===== src/rtl/rd53_pkg.sv =====
// Shared constants for the RD53 TTC receive path: default sync word and
// frame-aligner state encoding.
package rd53_pkg;

  localparam logic [15:0] TTC_SYNC_PATTERN = 16'h817E;

  localparam logic [1:0] ST_SEARCH    = 2'd0;
  localparam logic [1:0] ST_CANDIDATE = 2'd1;
  localparam logic [1:0] ST_LOCKED    = 2'd2;

endpackage


===== src/rtl/ttc_bit_shifter.sv =====
// Serial-to-parallel front end: 16-bit MSB-first shift register plus a
// free-running mod-16 bit counter used as the frame-phase reference.
module ttc_bit_shifter (
  input  logic        clk160,
  input  logic        rst,
  input  logic        ttc_data,
  output logic [15:0] sr,
  output logic [3:0]  bit_cnt
);

  always_ff @(posedge clk160 or posedge rst) begin
    if (rst) begin
      sr      <= '0;
      bit_cnt <= '0;
    end else begin
      sr      <= {sr[14:0], ttc_data};
      bit_cnt <= bit_cnt + 4'd1;
    end
  end

endmodule


===== src/rtl/ttc_frame_aligner.sv =====
// TTC frame aligner: finds the sync word's bit phase, locks after
// LOCK_COUNT aligned syncs and emits every aligned non-sync frame.
module ttc_frame_aligner
  import rd53_pkg::*;
#(
  parameter logic [15:0] SYNC_PATTERN = TTC_SYNC_PATTERN,
  parameter int          LOCK_COUNT   = 32,
  parameter int          SYNC_TIMEOUT = 256
) (
  input  logic        clk160,
  input  logic        rst,
  input  logic        ttc_data,
  output logic [15:0] data_out,
  output logic        data_valid,
  output logic        locked,
  output logic [3:0]  phase
);

  localparam int MATCH_W = $clog2(LOCK_COUNT + 1);
  localparam int TO_W    = $clog2(SYNC_TIMEOUT + 1);

  localparam logic [MATCH_W-1:0] MATCH_ONE  = MATCH_W'(1);
  localparam logic [MATCH_W-1:0] MATCH_MAX  = MATCH_W'(LOCK_COUNT);
  localparam logic [MATCH_W-1:0] MATCH_LAST = MATCH_W'(LOCK_COUNT - 1);
  localparam logic [TO_W-1:0]    TO_ONE     = TO_W'(1);
  localparam logic [TO_W-1:0]    TO_MAX     = TO_W'(SYNC_TIMEOUT);

  logic [15:0]        sr;
  logic [3:0]         bit_cnt;
  logic [1:0]         state;
  logic [MATCH_W-1:0] match_cnt;
  logic [TO_W-1:0]    timeout_cnt;
  logic               is_sync;
  logic               boundary;
  logic [TO_W-1:0]    timeout_next;

  ttc_bit_shifter u_shifter (
    .clk160   (clk160),
    .rst      (rst),
    .ttc_data (ttc_data),
    .sr       (sr),
    .bit_cnt  (bit_cnt)
  );

  assign is_sync      = (sr == SYNC_PATTERN);
  assign boundary     = (bit_cnt == phase);
  assign timeout_next = timeout_cnt + TO_ONE;

  always_ff @(posedge clk160 or posedge rst) begin
    if (rst) begin
      state       <= ST_SEARCH;
      phase       <= '0;
      match_cnt   <= '0;
      timeout_cnt <= '0;
      data_out    <= '0;
      data_valid  <= 1'b0;
      locked      <= 1'b0;
    end else begin
      // NOTE: default-then-override with non-blocking assignments; the last
      // assignment in program order wins, which makes data_valid a one-cycle strobe.
      data_valid <= 1'b0;
      case (state)
        ST_SEARCH: begin
          // Any bit offset is a candidate boundary while searching.
          if (is_sync) begin
            phase     <= bit_cnt;
            match_cnt <= MATCH_ONE;
            if (LOCK_COUNT <= 1) begin
              state       <= ST_LOCKED;
              locked      <= 1'b1;
              timeout_cnt <= '0;
            end else begin
              state <= ST_CANDIDATE;
            end
          end
        end

        ST_CANDIDATE: begin
          if (boundary) begin
            if (is_sync) begin
              if (match_cnt != MATCH_MAX) match_cnt <= match_cnt + MATCH_ONE;
              if (match_cnt >= MATCH_LAST) begin
                state       <= ST_LOCKED;
                locked      <= 1'b1;
                timeout_cnt <= '0;
              end
            end else begin
              state     <= ST_SEARCH;
              match_cnt <= '0;
            end
          end
        end

        ST_LOCKED: begin
          // Off-boundary bits, including stray sync patterns, are ignored.
          if (boundary) begin
            if (is_sync) begin
              timeout_cnt <= '0;
            end else if (timeout_next == TO_MAX) begin
              state       <= ST_SEARCH;
              locked      <= 1'b0;
              timeout_cnt <= '0;
              match_cnt   <= '0;
            end else begin
              timeout_cnt <= timeout_next;
              data_out    <= sr;
              data_valid  <= 1'b1;
            end
          end
        end

        default: begin
          state     <= ST_SEARCH;
          locked    <= 1'b0;
          match_cnt <= '0;
        end
      endcase
    end
  end

endmodule


===== config.mk =====
export PLATFORM = sky130hd
export DESIGN_NAME = ttc_frame_aligner
export DESIGN_NICKNAME = d
export VERILOG_FILES = /design/src/rtl/rd53_pkg.sv /design/src/rtl/ttc_bit_shifter.sv /design/src/rtl/ttc_frame_aligner.sv
export SDC_FILE = /design/constraint.sdc
export NUM_CORES = 1
export LEC_CHECK = 0
export ABC_CLOCK_PERIOD_IN_PS = 3700
export CAP_MARGIN = 20
export CORE_ASPECT_RATIO = 0.8
export CORE_MARGIN = 2
export CORE_UTILIZATION = 59
export CTS_BUF_LIST = sky130_fd_sc_hd__clkbuf_4
export DETAILED_ROUTE_END_ITERATION = 12
export PLACE_DENSITY = 0.82
export RECOVER_POWER = 100
export SYNTH_ARGS = -nofsm -noshare
export SYNTH_HDL_FRONTEND = slang
export SYNTH_SLANG_ARGS = --single-unit
export TNS_END_PERCENT = 20

===== constraint.sdc =====
create_clock -name clk160 -period 3.7 [get_ports clk160]
set_input_delay 0.925 -clock clk160 [delete_from_list [all_inputs] [get_ports clk160]]
set_output_delay 0.925 -clock clk160 [all_outputs]
set_load 0.01 [all_outputs]

==> results of run 1 <==
==> cells in the mapped netlist (all sizes together), types with 3 or more instances <==
| library cell | number | area (sq um) |
|---|---|---|
| or4 | 4 | 31.28 |
| nor2 | 12 | 45.04 |
| xnor2 | 3 | 26.28 |
| xor2 | 6 | 52.55 |
| o21ai | 13 | 65.06 |
| ha | 4 | 50.05 |
| o31ai | 3 | 22.52 |
| nand2 | 18 | 67.56 |
| clkbuf | 3 | 12.51 |
| a21oi | 8 | 51.30 |
| nor2b | 3 | 18.77 |
| or2 | 3 | 18.77 |
| nor3 | 7 | 35.03 |
| a21o | 4 | 30.03 |
| buf | 3 | 15.01 |
| dfrtp | 59 | 1476 |
| nand2b | 4 | 25.02 |
| inv | 6 | 22.52 |
| nand3 | 8 | 40.04 |
| mux2 | 21 | 236.5 |
==> per-layer routing <==
| metal | global-route usage | wire length (um) | vias up |
|---|---|---|---|
| li1 | - | - | 843 |
| met1 | 0.3274 | 2217 | 859 |
| met2 | 0.3022 | 2134 | 38 |
| met3 | 0.08382 | 209 | 8 |
| met4 | 0.07366 | 77 | 0 |
| met5 | 0 | 0 | - |
==> layout by cell type, fill, tap and decap left out, types with 2 or more instances in the layout <==
cell	netlist	routed
a211oi_1	2	2
a21o_1	4	4
a21oi_1	7	8
a22o_1	2	2
a41oi_1	2	2
and2_1	2	2
buf_4	0	2
bufinv_16	0	2
clkbuf_1	2	3
clkbuf_4	0	11
dfrtp_1	59	59
dlygate4sd3_1	0	24
ha_1	4	4
inv_1	6	6
mux2_2	21	21
nand2_1	18	18
nand2b_1	4	4
nand3_1	8	8
nand4_1	2	2
nor2_1	12	12
nor2b_1	3	3
nor3_1	7	7
o21a_1	2	2
o21ai_0	12	13
o31ai_1	3	3
or2_2	2	2
or4_1	3	3
xnor2_1	3	3
xor2_1	6	6
==> final cells by class <==
| type | count | share of cell area |
|---|---|---|
| Tap cell | 57 | 0.02382 |
| Multi-Input combinational cell | 146 | 0.3372 |
| Timing Repair Buffer | 29 | 0.08901 |
| Clock inverter | 3 | 0.02173 |
| Sequential cell | 59 | 0.4931 |
| Clock buffer | 11 | 0.02758 |
| Inverter | 6 | 0.007522 |
==> metrics by stage <==
stage,worst slack (ps),utilization
after floorplan,1134,-
after CTS,799.5,0.7215
final,550.0,0.7167
after global routing,346.3,0.7167
after global placement,905.6,0.6861
after detailed placement,811.3,0.6861
==> worst reg2reg max path: stages, from the launching register on <==
cell,delay [ps]
dfrtp_1,410
or4b_1,580
or4_1,680
or2_0,390
o211a_1,280
a21oi_1,450
mux2i_1,280
==> flip-flops by register name (all words and copies together), names as in the netlist <==
signal             count
data_out              16
u_shifter.sr          16
timeout_cnt            9
match_cnt              6
phase                  4
u_shifter.bit_cnt      4
state                  2
data_valid             1
locked                 1
==> power by group <==
part           leakage [nW]  switching (mW)  total [mW]  internal, mW
clock network        0.0828           0.203       0.484         0.282
registers             0.783         0.00728       0.660         0.653
logic                 0.600          0.0124      0.0153       0.00292
total                  1.47           0.222        1.16         0.938
==> worst max path at each step <==
stage                                     from            to  cells past startpoint
after floorplan               u_shifter.sr[12]  match_cnt[5]                      8
final                         u_shifter.sr[12]  match_cnt[1]                      6
after detailed placement      u_shifter.sr[12]  match_cnt[1]                      6
after global routing      u_shifter.bit_cnt[0]   data_out[4]                      7
after global placement        u_shifter.sr[12]  match_cnt[1]                      6
after CTS                     u_shifter.sr[12]  match_cnt[1]                      6
==> cell families (layout without fill, tap and decap cells) <==
group	Yosys count	in the layout
muxes	22	22
DFF	59	59
buffers and inverters	12	49
adders and majority gates	4	4
and+or+nand+nor	70	70
AOI/OAI and AO/OA	41	41
xor gates and xnor gates	9	9
==> flow_summary.json, run 1 <==
{
  "outcome": "completed",
  "finalNetCount": 258,
  "clock-sinks": 59,
  "seq_area_frac_synth": 0.5793,
  "die_area_sq_um": 4865,
  "yosys_warnings": 0,
  "p_total_mw": 1.160,
  "grt_max_degree": 37,
  "grt_usage": 0.2212,
  "drtAntennaViolNets": 0,
  "finalNonFillerCells": 311,
  "stdcell_area_sq_um": 2994,
  "synth-xor-area-share": 0.03093,
  "post_drt_wl_per_cell_um": 14.92,
  "cellPowerDensity_nw_per_um2": 387.4,
  "cp_slowest_cell": "or4_1",
  "vias_per_cell": 5.621,
  "cts_root_buf": "clkbuf_4",
  "crit_chain": "or4b_1 -> or4_1 -> or2_0 -> o211a_1 -> a21oi_1 -> mux2i_1",
  "drive_above_1_share": 0.1654,
  "ys_types": 44,
  "fillers": 291,
  "grt_pass1_wl_um": 8217,
  "antenna_found_initial": 0,
  "hold_path_class": "flip-flop to flip-flop",
  "num_antenna_cells": 0,
  "rr_endpoint": "match_cnt[1]",
  "synth-async-reset-ratio": 1.000,
  "ctsResizeCount": 0,
  "via_count": 1748,
  "cts_hold_buffers": 0,
  "drt-initial-drc-count": 212,
  "cp-end-kind": "flip-flop",
  "cp_top_family": "simple AND/OR/NAND/NOR gates",
  "period_needed_ps": 3150,
  "syn_avg_cell_area_sq_um": 11.75,
  "slew_viol_final": 0,
  "synth_area_sq_um": 2549,
  "hold_path.startpoint": "u_shifter.sr[14]",
  "relSlewSlack": 0.1707,
  "synth_top_family_by_area": "simple AND/OR/NAND/NOR gates",
  "rows": 21,
  "synthMuxAreaShare": 0.09671,
  "cts-buffers-inserted": 9,
  "htree_levels": 3,
  "synthSimpleGateAreaFrac": 0.1429,
  "clk-insertion-delay-late_ps": 380,
  "rsz0062_at_grt": "no",
  "initial_utilization": 0.6101,
  "critical_path.max_stage_delay_ps": 680,
  "grt_pass1_vias": 1671,
  "port_buffers": 24,
  "synth_ff_type": "dfrtp_1",
  "setup_viol": 0,
  "pin_count": 25,
  "drc": 0,
  "yosys.area_share.adder": 0.01964,
  "cts_buffer_depth": 2,
  "fmax_mhz": 317.5,
  "reg2reg_slack_ps": 550,
  "wirelength_um": 4639,
  "syn_nets": 224,
  "hold_violations": 0,
  "hold_path_depth": 0,
  "syn_inst": 217,
  "start_kind": "flip-flop",
  "path_class": "flip-flop to flip-flop",
  "ff_latch_area_sq_um": 1476,
  "synth-compound-area-share": 0.1109,
  "cts_tree": "done",
  "fin_worst_skew_ps": 9.004,
  "crit_arrival_ps": 3460,
  "drt-pass1-iter-count": 4,
  "tns_ps": 0,
  "hold_path_end": "u_shifter.sr[15]",
  "hold_slack_ps": 397.1,
  "dp.cells": 296,
  "path_buf_inv": 0,
  "synth_edf_count": 0,
  "fin_crit_sh": 0.8513,
  "post_cts_buffers": 0,
  "dp_hpwl_um": 3208,
  "die_height_um": 62.79,
  "worstPathRequired_ps": 4010,
  "core_area_sq_um": 4178,
  "die_x_um": 77.49,
  "ir_drop_uv": 230.9,
  "synth-seq-cells": 59,
  "clkSlewWorstSetupHoldPaths_ps": 90,
  "multi_input_area_sq_um": 1010,
  "place_congestion": 0.9040,
  "tightest_slew_ps": 1243,
  "ff2ff_path_depth": 6,
  "maxCapViolations": 0,
  "power_leakage_nw": 1.466,
  "critPathMaxFanout": 7,
  "grt-ovfl-total": 0,
  "regToRegStartpoint": "u_shifter.sr[12]",
  "area_delta_synth_final_pct": 17.48,
  "place_area_sq_um": 2867
}
Power figures use the tool's default switching activity.
==> run 2: changes to the inputs <==
--- a/config.mk
+++ b/config.mk
@@ -17,4 +17,4 @@
 export SYNTH_ARGS = -nofsm -noshare
 export SYNTH_HDL_FRONTEND = slang
 export SYNTH_SLANG_ARGS = --single-unit
-export TNS_END_PERCENT = 20
+export TNS_END_PERCENT = 10
==> results of run 2 <==
No change in the layout: final DEF, timing and power equal those of run 1.
==> run 3: changes to the inputs <==
==> constraint.sdc (replaced) <==
create_clock -name clk160 -period 3.7 [get_ports clk160]
set_input_delay 0.37 -clock clk160 [delete_from_list [all_inputs] [get_ports clk160]]
set_output_delay 0.37 -clock clk160 [all_outputs]
set_load 0.01 [all_outputs]
==> flow_summary.json, run 3 (synthesis gave the netlist of run 1 again) <==
{
  "outcome": "completed",
  "fin_ws_ps": 571.7,
  "critPathMaxFanout": 19,
  "rows": 21,
  "ctsResizeCount": 0,
  "finalNonFillerCells": 312,
  "drt-pass1-iter-count": 4,
  "drc": 0,
  "preCtsSetupSlack_ps": 898.9,
  "pin_count": 25,
  "core_area_sq_um": 4178,
  "wl_met1_um": 2304,
  "reg.largest.list": "data_out: 16 flops, u_shifter.sr: 16 flops, timeout_cnt: 9 flops",
  "tns_ps": 0,
  "power_leakage_nw": 1.434,
  "wirelength_um": 4601,
  "drtAntennaViolNets": 0,
  "critical_path.max_stage_delay_ps": 670,
  "num_antenna_cells": 0,
  "hold_violations": 0,
  "highest_layer": "met4",
  "cellPowerDensity_nw_per_um2": 355.1,
  "cts_tree": "done",
  "wl_met3_um": 242,
  "path_class": "flip-flop to flip-flop",
  "grt_pass1_wl_um": 7941,
  "cts-buffers-inserted": 9,
  "path_buf_inv": 1,
  "place_congestion": 0.8750,
  "cp_slowest_cell": "or4_1",
  "tightest_slew_ps": 1464,
  "htree_levels": 3,
  "rsz0062_at_grt": "no",
  "initial_utilization": 0.6101,
  "clock-sinks": 59,
  "drt-initial-drc-count": 93,
  "port_buffers": 24,
  "hold_path_class": "flip-flop to flip-flop",
  "cts_hold_buffers": 0,
  "finalNetCount": 257,
  "grt-ovfl-total": 0,
  "cts_buffer_depth": 2,
  "die_height_um": 62.79,
  "reg2reg_slack_ps": 570,
  "met2_length_um": 2035,
  "fmax_mhz": 319.7,
  "setup_viol": 0,
  "crit_chain": "or4b_1 -> or4_1 -> nand3_1 -> a21oi_1 -> clkbuf_1 -> mux2_1",
  "die_area_sq_um": 4865,
  "post_drt_wl_per_cell_um": 14.75,
  "dp.cells": 295,
  "drive_above_1_share": 0.1608,
  "crit_arrival_ps": 3400,
  "final_cell_mix": "dfrtp_1, dlygate4sd3_1, mux2_2",
  "vias_per_cell": 5.535,
  "cts_root_buf": "clkbuf_4",
  "period_needed_ps": 3128,
  "die_x_um": 77.49,
  "maxCapViolations": 0,
  "post_cts_buffers": 0,
  "via_count": 1727,
  "dp_hpwl_um": 3079,
  "cp_top_family": "simple AND/OR/NAND/NOR gates",
  "layout_commonest_cell": "dfrtp_1",
  "grt_pass1_vias": 1654,
  "clkSlewWorstSetupHoldPaths_ps": 100,
  "slew_viol_final": 0,
  "clk-insertion-delay-late_ps": 390,
  "worstPathRequired_ps": 3970,
  "fin_worst_skew_ps": 13.53,
  "start_kind": "flip-flop",
  "area_delta_synth_final_pct": 15.76,
  "grt_max_degree": 41,
  "grt_usage": 0.2147,
  "fin_crit_sh": 0.8455,
  "ir_drop_uv": 283.0,
  "relSlewSlack": 0.02277,
  "antenna_found_initial": 0,
  "cp-end-kind": "flip-flop"
}
run 3: metrics by stage:
stage	utilization	hold slack, ps	area, sq um	power (mW)
after floorplan	-	360.6	2549	0.6807
after global placement	0.6843	379.5	2859	0.6898
after detailed placement	0.6843	386.1	2859	0.6899
after CTS	0.7113	390.8	2972	1.062
after global routing	0.7062	427.2	2950	1.107
final	0.7062	405.9	2950	1.048
run 3: layout make-up:
type,count,area (sq um)
clock buffers,9,67.56
clock inverters,7,45.04
fillers,302,1227
inverters,6,22.52
multi-input cells,146,1008
flip-flops and latches,59,1476
well taps,57,71.32
repair buffers,28,259.0
run 3: power breakdown:
part / internal, mW / switching (mW) / total (mW)
clock network: 0.134 / 0.238 / 0.372
logic: 0.00267 / 0.0126 / 0.0153
registers: 0.653 / 0.00712 / 0.660
total: 0.790 / 0.258 / 1.05
run 3: per-layer routing:
layer	global-route usage	vias up
met1	0.3075	840
met4	0.04241	0
met2	0.3022	38
met5	0	-
li1	-	847
met3	0.1026	2
run 3: path summary, 6_finish.rpt:
path	depth (start not counted)	to	startpoint
hold reg to reg	0	u_shifter.sr[15]	u_shifter.sr[14]
setup reg to reg	6	data_out[4]	u_shifter.sr[12]
setup / recovery	6	data_out[4]	u_shifter.sr[12]
min in group asynchronous	2	match_cnt[3]	rst
max in group asynchronous	3	data_out[0]	rst
hold / removal	0	u_shifter.sr[15]	u_shifter.sr[14]
